`config.mk`:
```
export PLATFORM = sky130hd
export DESIGN_NAME = bpred_tracker
export DESIGN_NICKNAME = d
export VERILOG_FILES = /design/src/rtl/bpred_tracker.sv
export SDC_FILE = /design/constraint.sdc
export NUM_CORES = 1
export LEC_CHECK = 0
export ABC_AREA = 1
export BUFFER_PORTS_ARGS = -buffer_cell sky130_fd_sc_hd__buf_2
export CORE_ASPECT_RATIO = 1.75
export CORE_MARGIN = 3
export CORE_UTILIZATION = 58
export DETAILED_ROUTE_END_ITERATION = 8
export PLACE_DENSITY = 0.8
export SLEW_MARGIN = 20
export SYNTH_ARGS = -nofsm -noshare
export SYNTH_HDL_FRONTEND = slang
export SYNTH_SLANG_ARGS = --single-unit
```
`constraint.sdc`:
```
create_clock -name clk -period 7.69 [get_ports clk]
set_input_delay 1.9225 -clock clk [delete_from_list [all_inputs] [get_ports clk]]
set_output_delay 1.9225 -clock clk [all_outputs]
set_load 0.005 [all_outputs]
```
`src/rtl/bpred_tracker.sv`:
```
// bpred_tracker: in-order tracker of in-flight branch predictions.
// Each fetched instruction is recorded with its predicted next PC. When execute
// resolves the oldest entry, the tracker trains the BTB and, if the prediction was
// wrong, redirects fetch and flushes everything younger.
module bpred_tracker #(
  parameter int DEPTH = 4,
  parameter int CNTW  = 16
) (
  input  logic                       clk,
  input  logic                       rst,
  input  logic                       fetch_valid,
  input  logic [31:0]                fetch_pc,
  input  logic                       pred_valid,
  input  logic                       pred_taken,
  input  logic [31:0]                pred_target,
  output logic                       fetch_ready,
  input  logic                       resolve_valid,
  input  logic                       resolve_is_branch,
  input  logic                       resolve_taken,
  input  logic [31:0]                resolve_target,
  output logic                       redirect_valid,
  output logic [31:0]                redirect_pc,
  output logic                       update_en,
  output logic [31:0]                update_pc,
  output logic                       actual_taken,
  output logic [31:0]                update_target,
  output logic [$clog2(DEPTH):0]     occupancy,
  output logic [CNTW-1:0]            branch_cnt,
  output logic [CNTW-1:0]            mispred_cnt,
  output logic                       resolve_err
);

  localparam int PW = $clog2(DEPTH);
  localparam int CW = PW + 1;
  localparam logic [CW-1:0] FULL_CNT = CW'(DEPTH);

  // Entry storage; carries data only, validity is tracked by count/pointers.
  logic [31:0] pc_mem    [DEPTH];
  logic        pv_mem    [DEPTH];
  logic [31:0] pnext_mem [DEPTH];

  logic [PW-1:0] rd_ptr;
  logic [PW-1:0] wr_ptr;
  logic [CW-1:0] count;

  logic        push_p0;
  logic        pop_p0;
  logic        train_p0;
  logic        mispred_p0;
  logic [31:0] push_pnext_p0;
  logic [31:0] head_pc_p0;
  logic        head_pv_p0;
  logic [31:0] head_pnext_p0;
  logic [31:0] anext_p0;

  // Performance counters stick at all-ones instead of wrapping.
  function automatic logic [CNTW-1:0] sat_inc(input logic [CNTW-1:0] v);
    return (&v) ? v : v + CNTW'(1);
  endfunction

  assign fetch_ready = (count < FULL_CNT) && !redirect_valid;
  assign occupancy   = count;

  // Stage 0: push/pop decisions and the actual-vs-predicted comparison on the head.
  always_comb begin
    push_p0       = fetch_valid & fetch_ready;
    pop_p0        = resolve_valid & (count != '0);
    push_pnext_p0 = (pred_valid & pred_taken) ? pred_target : fetch_pc + 32'd4;
    head_pc_p0    = pc_mem[rd_ptr];
    head_pv_p0    = pv_mem[rd_ptr];
    head_pnext_p0 = pnext_mem[rd_ptr];
    anext_p0      = (resolve_is_branch & resolve_taken) ? resolve_target
                                                        : head_pc_p0 + 32'd4;
    mispred_p0    = pop_p0 & (anext_p0 != head_pnext_p0);
    train_p0      = pop_p0 & (resolve_is_branch | head_pv_p0);
  end

  // Write the new entry; a push alongside a mispredicting pop is wrong-path and dropped.
  always_ff @(posedge clk) begin
    if (push_p0 && !mispred_p0) begin
      pc_mem[wr_ptr]    <= fetch_pc;
      pv_mem[wr_ptr]    <= pred_valid;
      pnext_mem[wr_ptr] <= push_pnext_p0;
    end
  end

  // Circular-buffer bookkeeping; a mispredict empties the buffer at the pop edge.
  always_ff @(posedge clk or negedge rst) begin
    if (!rst) begin
      rd_ptr <= '0;
      wr_ptr <= '0;
      count  <= '0;
    end else if (mispred_p0) begin
      rd_ptr <= wr_ptr;
      count  <= '0;
    end else begin
      if (push_p0) wr_ptr <= wr_ptr + PW'(1);
      if (pop_p0)  rd_ptr <= rd_ptr + PW'(1);
      if (push_p0 && !pop_p0)      count <= count + CW'(1);
      else if (pop_p0 && !push_p0) count <= count - CW'(1);
    end
  end

  // Stage 1: registered BTB update, redirect pulse, counters and error flag.
  always_ff @(posedge clk or negedge rst) begin
    if (!rst) begin
      redirect_valid <= 1'b0;
      redirect_pc    <= '0;
      update_en      <= 1'b0;
      update_pc      <= '0;
      actual_taken   <= 1'b0;
      update_target  <= '0;
      branch_cnt     <= '0;
      mispred_cnt    <= '0;
      resolve_err    <= 1'b0;
    end else begin
      redirect_valid <= mispred_p0;
      update_en      <= train_p0;
      if (mispred_p0) begin
        redirect_pc <= anext_p0;
        mispred_cnt <= sat_inc(mispred_cnt);
      end
      if (train_p0) begin
        update_pc     <= head_pc_p0;
        actual_taken  <= resolve_is_branch & resolve_taken;
        update_target <= resolve_target;
      end
      if (pop_p0 && resolve_is_branch) branch_cnt <= sat_inc(branch_cnt);
      if (resolve_valid && count == '0) resolve_err <= 1'b1;
    end
  end

endmodule

```
==> metrics.yaml <==
run_status: "finished, final reports clean"
setup-tns-final_ps: 0
register_area_sq_mm: 0.0113
maxSlewHeadroom_pct: 33.1
dp.cells: 2756
setup.worst_path.start_class: "flip-flop"
maxCapViolations: 0
reg2reg_slack_ps: 1510
grt_pass1_wl_um: 78500
cts_root_buffer: "clkbuf_16"
grt_pass1_vias: 15100
yosys_warnings: 0
areaGrowthSynthToFinish_pct: 13.9
numCtsBuffers: 36
r2r-start: "rd_ptr[0]"
postCtsSetupBuffers: 0
ant_nets: 0
die_height_um: 246
worst_pin_slew_ps: 1000
num-nets-final: 2507
switchingPower_mw: 3.22
place_hpwl_um: 36400
dieArea_sq_mm: 0.0353
cts_tree: "yes"
synthFlopType: "edfxtp_1"
initial_core_util_pct: 59.2
antenna_found_initial: 1
die_width_um: 143
clock_power_share_pct: 22.5
seq_area_frac_synth_pct: 59.0
rsz0062_at_grt: "false"
worstPathRequired_ps: 7850
clock_latency_ps: 550
whs_path_depth: 2
p_int_mw: 4.76
finalPower_mw: 7.98
crit_fanout: 65
worst-setup-path-type: "flip-flop to flip-flop"
vdd_drop_max_mv: 0.218
drt_first_pass_iters: 6
synth_edf_count: 260
port_buffers: 239
worst_ep_arrival_time_ps: 6330
p_per_area_mw_per_mm2: 366
dp_slack_ps: 1530
endpoint_kind: "flip-flop"
routed.top_layer: "met4"
r2r_cells: 22
overflow: 0
wl_per_cell_um: 18.1
htree_levels: 2
first_iter_violations: 1423
core_sq_mm: 0.0323
drive_gt1_share_pct: 13.8
postSynthCellCount: 2178
min_to: "update_target[30]"
skew_ps: 19.8
min_path_type: "flip-flop to flip-flop"
p_leak_nw: 10.3
cts_resized: 0
totalWireLength_um: 51200
p_comb_share_pct: 39.4
layout_commonest_cell: "nand2_1"
mostFrequentLayoutCells: "nand2_1 (742), inv_1 (268), edfxtp_1 (260)"
hold_violations: 0
r2r-end: "pnext_mem[2][10]"
multi_input_area_sq_mm: 0.00643
timing.final.ws_setup_ps: 1510
period_needed_ps: 6180
ys_types: 42
syn_avg_cell_area_sq_um: 8.78
setup-violations-final: 0
final_max_slew_viol_count: 0
synthArstFlopShare_pct: 34.8
clk_path_buf_depth: 3
drc: 0
max_freq_mhz: 162
grt_max_degree: 77
clk_pin_slew_ps: 60
num_rows: 87
clkSinkCount: 399
syn-cell-area_sq_mm: 0.0191
met2_length_um: 26700
wl_met1_um: 18800
n_fill_cell: 2530
vias_per_cell: 5.49
p_sw_share_pct: 40.4
seqPwrFrac_pct: 38.0
min_from: "update_target[30]"
vias: 15500
layout.cells.non_filler: 2822
syn-num-nets: 2291
gp_congestion: 0.954
ios: 240
met3WireLength_um: 3240
ys_ff_latch: 399
track_usage_pct: 28.7
cts.hold.buffers_added: 0
period_share_pct: 80.3
==> Yosys cell counts, types with 4 or more instances <==
library cell	n	area share, %
nor4_1	4	0.13
o22ai_1	7	0.23
a31oi_1	4	0.13
edfxtp_1	260	41
nor3_1	10	0.26
nand2_1	743	15
buf_2	14	0.37
buf_4	12	0.47
o21ai_0	165	4.3
dfrtp_1	139	18
inv_2	4	0.078
xnor2_1	19	0.87
nor2_1	201	3.9
buf_1	8	0.16
a21oi_1	8	0.21
nand4_1	14	0.46
ha_1	8	0.52
nor2_2	6	0.20
nand3_1	161	4.2
xor2_1	32	1.5
clkbuf_1	34	0.67
inv_1	268	5.3
o21ai_1	6	0.16
a32oi_1	5	0.23
buf_6	9	0.53
nand3b_1	13	0.51
==> metal layers <==
| metal | vias to the layer above | GRT usage (%) |
|---|---|---|
| met5 | - | 0 |
| met4 | 0 | 13.1 |
| met3 | 136 | 3.61 |
| met2 | 607 | 51.5 |
| met1 | 7337 | 33.9 |
| li1 | 7407 | - |
==> stage by stage <==
step	area, sq um	hold WS [ps]	util [%]
finish	21800	478	67.4
global route	21800	492	67.4
CTS	21800	478	67.4
detailed placement	20600	460	63.7
global placement	20600	457	63.7
floorplan	19100	466	-
==> sequential cells by signal (all words and copies together) (netlist names), 3 cells and up <==
signal	flops
redirect_pc	32
mispred_cnt	16
pc_mem	128
update_pc	32
update_target	32
branch_cnt	16
pnext_mem	128
pv_mem	4
occupancy	3
==> worst max-delay path, stage by stage, from the launching register on <==
cell      delay, ps
dfrtp_4         790
inv_2           490
nand2_1         190
nand3_1         120
nand2_1         200
ha_1            240
nand2_1         140
nor2_2          210
nand2_2         170
nor2_1          340
nand2_1          90
nand2_1          80
nand2_1          60
nand3b_1        120
nand2_1          70
nor2_1          100
nand3_1          70
nor2_1          220
nand3_2         170
nand2_4         470
nand2_1         430
nor2_4          160
buf_4           780
==> power by group through the flow <==
stage               registers (mW)  logic [mW]  clock network, mW
finish                        3.04        3.15               1.80
global route                  3.08        3.53               1.91
CTS                           3.03        3.12               1.82
detailed placement            3.07        3.10                  0
global placement              3.05        3.03                  0
floorplan                     3.03        2.04                  0
==> worst max path at each step <==
stage / end / start / slack (ps)
6_report: pnext_mem[2][10] / rd_ptr[0] / 1510
5_1_grt: pc_mem[2][4] / rd_ptr[0] / 1040
4_1_cts: pc_mem[2][1] / rd_ptr[0] / 1600
3_5_place_dp: pc_mem[2][27] / resolve_is_branch / 1530
3_3_place_gp: pnext_mem[1][23] / resolve_is_branch / 1570
2_1_floorplan: pc_mem[0][0] / resolve_is_branch / 1030
==> area by class of cell <==
| type | count | area share [%] |
|---|---|---|
| multi-input cells | 1427 | 29.5 |
| diodes | 1 | 0.0115 |
| flip-flops and latches | 399 | 51.8 |
| well taps | 400 | 2.30 |
| repair buffers | 256 | 6.22 |
| inverters | 274 | 4.72 |
| clock inverters | 19 | 0.924 |
| clock buffers | 46 | 4.54 |
==> kinds of logic (layout without fill, tap and decap cells) <==
kind of cell	Yosys count	in the layout	synth area share, %
AND/OR/NAND/NOR	1166	1166	24.9
AO/OA/AOI/OAI	201	201	5.52
adder cells (fa/ha/maj)	9	9	0.628
other	0	1	0
flip-flops	399	399	59.0
buffers and inverters	352	595	7.59
XOR/XNOR	51	51	2.34
Note: power is estimated with default switching activity, not from simulation.
